## config.mk

```make
export PLATFORM = sky130hd
export DESIGN_NAME = lfsr_rng_scheduler
export DESIGN_NICKNAME = d
export VERILOG_FILES = /design/src/rtl/lfsr_rng_scheduler.sv
export SDC_FILE = /design/constraint.sdc
export NUM_CORES = 1
export LEC_CHECK = 0
export CAP_MARGIN = 10
export CORE_ASPECT_RATIO = 0.9
export CORE_MARGIN = 5
export CORE_UTILIZATION = 43
export DETAILED_ROUTE_END_ITERATION = 6
export GPL_TIMING_DRIVEN = 0
export PLACE_DENSITY = 0.8
export RECOVER_POWER = 25
export SLEW_MARGIN = 25
export SYNTH_ARGS = -nofsm -noshare
export SYNTH_HDL_FRONTEND = slang
export SYNTH_SLANG_ARGS = --single-unit
```

## constraint.sdc

```tcl
create_clock -name clk -period 1.7 [get_ports clk]
set_input_delay 0.17 -clock clk [delete_from_list [all_inputs] [get_ports clk]]
set_output_delay 0.17 -clock clk [all_outputs]
set_load 0.01 [all_outputs]
```

## src/rtl/lfsr_rng_scheduler.sv

```systemverilog
// Shares one external LFSR among N_REQ requesters. It runs the seed and warm-up sequence,
// then hands out one random word per cycle using round-robin arbitration.
module lfsr_rng_scheduler #(
  parameter int unsigned     SIZE         = 8,
  parameter int unsigned     N_REQ        = 4,
  parameter int unsigned     WARMUP       = 4,
  parameter logic [SIZE-1:0] DEFAULT_TAP  = 8'h1D,
  parameter logic [SIZE-1:0] DEFAULT_SEED = 8'h01
) (
  input  logic             clk,
  input  logic             rst,
  input  logic             cfg_load,
  input  logic [SIZE-1:0]  cfg_tap,
  input  logic [SIZE-1:0]  cfg_seed,
  output logic             cfg_ready,
  output logic             lfsr_rst,
  output logic [SIZE-1:0]  lfsr_tap,
  output logic [SIZE-1:0]  lfsr_seed,
  input  logic [SIZE-1:0]  lfsr_value,
  input  logic [N_REQ-1:0] req,
  output logic [N_REQ-1:0] gnt,
  output logic [SIZE-1:0]  rnd_data,
  output logic             rnd_valid
);

  // state     | meaning
  // ST_SEED   | LFSR held in sync reset for one cycle, loading lfsr_seed
  // ST_WARM   | LFSR free-running, outputs discarded for WARMUP cycles
  // ST_RUN    | generator usable, grants issued round-robin
  localparam logic [1:0] ST_SEED = 2'd0;
  localparam logic [1:0] ST_WARM = 2'd1;
  localparam logic [1:0] ST_RUN  = 2'd2;

  localparam int unsigned PW = (N_REQ > 1) ? $clog2(N_REQ) : 1;
  localparam int unsigned CW = (WARMUP > 0) ? $clog2(WARMUP + 1) : 1;
  localparam logic [CW-1:0] WARM_LAST = CW'((WARMUP > 0) ? WARMUP - 1 : 0);
  localparam logic [PW-1:0] PTR_LAST  = PW'(N_REQ - 1);

  logic [1:0]    state;
  logic [CW-1:0] warm_cnt;
  logic [PW-1:0] ptr;
  logic [PW-1:0] win;
  logic [PW-1:0] idx;
  logic [PW-1:0] ptr_next;
  logic          hit;

  assign lfsr_rst  = (state == ST_SEED);
  assign cfg_ready = (state == ST_RUN);

  // The search starts at ptr and wraps around, so the most recent winner has the lowest priority.
  always_comb begin
    hit = 1'b0;
    win = '0;
    idx = '0;
    for (int i = 0; i < int'(N_REQ); i++) begin
      idx = PW'((int'(ptr) + i) % int'(N_REQ));
      if (!hit && req[idx]) begin
        hit = 1'b1;
        win = idx;
      end
    end
  end

  assign ptr_next = (win == PTR_LAST) ? '0 : win + PW'(1);

  always_ff @(posedge clk or posedge rst) begin
    if (rst) begin
      state     <= ST_SEED;
      warm_cnt  <= '0;
      lfsr_tap  <= DEFAULT_TAP;
      lfsr_seed <= DEFAULT_SEED;
    end else if (cfg_load) begin
      lfsr_tap  <= cfg_tap;
      lfsr_seed <= cfg_seed;
      state     <= ST_SEED;
      warm_cnt  <= '0;
    end else begin
      case (state)
        ST_SEED: begin
          warm_cnt <= '0;
          state    <= (WARMUP == 0) ? ST_RUN : ST_WARM;
        end
        ST_WARM: begin
          warm_cnt <= warm_cnt + CW'(1);
          if (warm_cnt == WARM_LAST) state <= ST_RUN;
        end
        ST_RUN:  state <= ST_RUN;
        default: state <= ST_SEED;
      endcase
    end
  end

  // A cfg_load cancels the grant for that cycle. The pointer is kept across reseeds.
  always_ff @(posedge clk or posedge rst) begin
    if (rst) begin
      gnt       <= '0;
      rnd_valid <= 1'b0;
      rnd_data  <= '0;
      ptr       <= '0;
    end else if (state == ST_RUN && hit && !cfg_load) begin
      gnt       <= N_REQ'(1) << win;
      rnd_valid <= 1'b1;
      rnd_data  <= lfsr_value;
      ptr       <= ptr_next;
    end else begin
      gnt       <= '0;
      rnd_valid <= 1'b0;
    end
  end

endmodule

```

After elaboration in Yosys (flattened, before gate mapping)

Index checks and enable logic that the tools add are counted.

Register bits after elaboration: 36
Bits in latches: 0
Memory bits (writable): 0
Bits in read-only memories: 0
Memories: 0

Add/subtract/negate cells: 5
$mul: 0
Div/mod/pow operators: 0
Order comparisons: 4
Eq/ne operators: 5
Shift-type cells: 1
Muxes and demuxes: 24
Bitwise logic cells: 0
Reduce and logical (&&, ||, !) cells: 11

Operators with widths:

| operator            | count |
|---|---|
| $mux 2              | 7 |
| $lt 2x3->1 const B  | 4 |
| $mux 1              | 9 |
| $bmux 1 s2          | 4 |
| $pmux 2 s3          | 1 |
| $pmux 3 s2          | 1 |
| $logic_and 1x1->1   | 5 |
| $add 2x1->2 const B | 2 |
| $add 2x2->2 const B | 2 |
| $eq 2x2->1 const B  | 2 |
| $logic_not 1->1     | 4 |
| $mux 4              | 1 |
| $shl 1x2->4 const A | 1 |
| $add 3x1->3 const B | 1 |
| $eq 3x2->1 const B  | 1 |
| $mux 3              | 1 |
| $ne 3x3->1 const B  | 1 |
| $reduce_bool 3->1   | 1 |
| $eq 2x1->1 const B  | 1 |
| $logic_not 2->1     | 1 |

Longest topological paths before layout

Gate-level depths: netlist (run 1).

Word-level depth: 15
Gate-level depth with buffers: 6

Least setup slack after synthesis (run 1)

Ideal clock, no wire load.

Path type: register to register
From: register state[1]
To: register ptr[1]
Arrival time: 1.458 ns
Required time: 1.575 ns
Setup slack: 0.117 ns
Cell stages (with the launch flop): 6
Period minus slack after synthesis: 1.583 ns
Cell sequence: dfrtp_1 > ha_1 > and2b_2 > and2_4 > buf_12 > mux2_4

Longest elaborated chain between the ends: 3

RTL lines:

| element                         | line | RTL |
|---|---|---|
| start: declaration              | 39   | `logic [1:0] state;` |
| start signal: assignment        | 81   | `state <= (WARMUP == 0) ? ST_RUN : ST_WARM;` |
| $eq 2x2->1                      | --   |  |
| net cfg_ready                   | 15   | `output logic cfg_ready,` |
| $logic_and 1x1->1 (2 in series) | 100  | `end else if (state == ST_RUN && hit && !cfg_load) begin` |
| end signal: assignment          | 104  | `ptr <= ptr_next;` |
| end: declaration                | 41   | `logic [PW-1:0] ptr;` |

The timed path passes the listed nets, and every way through them passes these cells.
A chain may end at the register's enable or synchronous reset.

Worst setup path in the final report (run 1)

From: input req[2]
To: register rnd_data[7]

Longest elaborated chain between the ends: 14

RTL lines:

| element                             | line | RTL |
|---|---|---|
| start: declaration                  | 20   | `input logic [N_REQ-1:0] req,` |
| $bmux 1 s2                          | 57   | `if (!hit && req[idx]) begin` |
| $mux 1 (implied by the code)        | 57   |  |
| $mux 1                              | 57   |  |
| $logic_not 1->1                     | 57   |  |
| $logic_and 1x1->1                   | 57   |  |
| $mux 1                              | 57   |  |
| $logic_not 1->1                     | 57   |  |
| $logic_and 1x1->1                   | 57   |  |
| $mux 1                              | 57   |  |
| $logic_not 1->1                     | 57   |  |
| $logic_and 1x1->1                   | 57   |  |
| $mux 1 (*)                          | 57   |  |
| $logic_and 1x1->1 (*) (2 in series) | 100  |  |
| end signal: assignment              | 103  | `rnd_data <= lfsr_value;` |
| end: declaration                    | 22   | `output logic [SIZE-1:0] rnd_data,` |

Every way passes the cells marked *; elsewhere a longest branch is shown, timed or not. The select of a mux whose other input is x is not followed.

==> summary.md, run 1 <==
| Metric | Value |
|---|---|
| Status | `finished, final reports clean` |
| FP Rows | `21` |
| Critical Path RT | `between 1.5 and 2 ns` |
| Avg Cell Area, Syn | `about 14 um^2` |
| Total CTS buffers | `5` |
| Clk sinks | `36` |
| Final net count | `between 200 and 250` |
| Pre-antenna DRT Iters | `3` |
| Arrival time worst endpoint | `approximately 1.8 ns` |
| RePlAce Congestion | `around 0.86` |
| Via/cell ratio | `approximately 4.9` |
| Die Span X | `75.1 um` |
| First-pass GRT wire length | `about 5.7 mm` |
| Setup crit start kind | `input port` |
| Post-Layout Inst Area | `2410 um^2` |
| Fmax | `610 MHz` |
| Lkg Pwr | `1.07 nW` |
| Post-detailed-route DRC marker count | `0` |
| DP HPWL | `roughly 2.7 mm` |
| DR vias | `between 1000 and 1500` |
| Crit Path Max Fanout | `10` |
| Worst Setup SP | `req[2]` |
| Number of global-route vias before repair | `approximately 1200` |
| EDFF count, synth | `0` |
| Clk_lat worst skew | `0.28 ns` |
| Seq/Total Area, Yosys | `0.554` |
| Syn nets | `159` |
| Clock Tree Buf Depth | `2` |
| Leading cell types by count after synthesis | `dfrtp_1, mux2_2, ha_1` |
| Die area | `5150 um^2` |
| Synthesis warning total | `0` |
| Final ANT Viol Nets | `0` |
| # IOs | `just over 60` |
| Slew Viols, Final | `0` |
| Pwr dens | `around 1200 nW/um^2` |
| Final setup TNS | `0 ns` |
| Final setup fails | `0` |
| DP Area | `about 2300 um^2` |
| Cell count after synthesis | `118` |
| Most common cell in the netlist | `dfrtp_1` |
| Input/output buffers | `a little over 60` |
| Pre-CTS WS | `-0.351 ns` |
| Number of H-tree levels | `2` |
| Largest net degree at the start of global routing | `37` |
| Die extent in y | `a little under 70 um` |
| Detailed router's first-iteration violation count | `26` |
| CTS tree | `done` |
| Synth-to-Final Area Change | `47.1%` |
| FF+latch count, synth | `36` |
| Synth top area cells | `dfrtp_1, mux2_2, mux2_4, dfstp_2, ha_1` |
| Synth Cell Area | `1640 um^2` |
| # Max-Cap Violations | `0` |
| Root Buffer | `clkbuf_8` |
| Worst-path clk slew | `roughly 0.060 ns` |
| Initial Util | `0.442` |
| Fraction of registers with async set/reset | `1.00` |
| Critical path class | `input port to register` |
| WL/cell | `roughly 15 um` |
| Clk_skew | `about 0.0027 ns` |
| Cell variety after synth | `29` |
| Worst flop-to-flop path startpoint | `state[1]` |
| Tot GR Track Use | `0.150` |
| Unrepaired setup endpoints after global routing | `no` |
| Hold WS | `approximately 0.34 ns` |
| # fillers | `approximately 290` |
| Final WL | `about 3.5 mm` |
| Core area | `3700 um^2` |
| Max-Slew Margin vs Limit | `0.516` |
| Slew @ Worst Pin | `between 0.7 and 0.8 ns` |
| Top FF cell, synth | `dfrtp_1` |
| Total gr overflow | `0` |
| Layout cell share with drive strength beyond 1 | `0.277` |
| Period utilization | `0.965` |
| Tightest Hold Check Type | `input port to register` |
| CP Capture Type | `register` |
| Yosys top cell by area | `dfrtp_1` |
| Top cell type's share of synthesized area | `0.474` |
| Final Critical Period | `roughly 1.6 ns` |
| VDD IR max | `around 0.88 mV` |
| Hold path start | `req[3]` |
| Diode count | `0` |
| Final hold viol count | `0` |
| Initial antenna violation count | `0` |
| Hold buffer count at CTS | `0` |
| Fin worst setup slack | `0.0595 ns` |
[cell type report]
class,count,area [um^2],area share
clock buffers,8,90.1,0.0374
repair buffers,62,618,0.257
inverters,5,18.8,0.00779
plain buffers,3,27.5,0.0114
flip-flops and latches,36,908,0.377
multi-input cells,74,688,0.286
well taps,46,57.6,0.0239
[layout by cell type (no fill, tap or decap), drive strengths merged, types with 2 or more instances in the layout]
master	instances
mux2	25
dfrtp	31
nor2b	3
clkdlybuf4s50	56
and3	5
nand3	2
nand2	4
dfstp	5
nor2	5
clkbuf	8
buf	4
dlygate4sd2	2
inv	5
and2b	2
a21oi	5
dlygate4sd3	2
ha	10
[final timing paths]
path	endpoint	slack, ns	cells past startpoint
hold / removal	ptr[0]	0.34	4
max in group asynchronous	state[1]	0.72	2
hold reg to reg	lfsr_seed[7]	0.51	1
setup / recovery	rnd_data[7]	0.06	5
min in group asynchronous	lfsr_tap[7]	0.48	2
setup reg to reg	rnd_data[7]	0.09	5
[metrics by stage]
step / power, mW / std cells / utilization
floorplan: 1.75 / 118 / -
global placement: 2.22 / 225 / 0.622
detailed placement: 2.26 / 225 / 0.622
CTS: 2.89 / 233 / 0.646
global route: 3.03 / 234 / 0.650
finish: 2.85 / 234 / 0.650
[power breakdown]
part	internal [mW]	switching (mW)
Clock	0.330	0.279
Sequential	1.06	0.138
Combinational	0.645	0.396
Total	2.04	0.813
[state kept, by name, indices dropped and copies added (netlist names)]
name,count
rnd_data,8
rnd_valid,1
gnt,4
ptr,2
state,2
lfsr_seed,8
warm_cnt,3
lfsr_tap,8
[cell families after synthesis]
group                    share of synthesized area
AO/OA/AOI/OAI                               0.0474
multiplexers                                 0.199
flip-flops                                   0.554
adder cells (fa/ha/maj)                     0.0764
AND/OR/NAND/NOR                             0.0955
buffers and inverters                       0.0283
[layer usage]
layer  vias to the layer above  GRT usage  share of wire
met1                       560      0.167           0.37
met4                         0     0.0978          0.030
met3                         8     0.0333          0.053
met5                         -          0              0
li1                        546          -              -
met2                        27      0.260           0.54
[worst max-delay path: stages]
cell and delay [ns]:
clkdlybuf4s50_1 0.44, or4_4 0.57, and2_4 0.19, buf_12 0.14
mux2_4 0.29
[timing repair]
| action | CTS | global route |
|---|---|---|
| setup endpoints to repair | 3 | 9 |
| setup buffers | 0 | 1 |
| pin swaps | 0 | 1 |
| resized for setup | 5 | 3 |
Note: power is estimated with default switching activity, not from simulation.
==> run 2, diff against run 1 <==
Settings changed: CTS_CLUSTER_SIZE from default to 12.
==> results of run 2 <==
Final layout, timing and power as in run 1 (identical DEF).
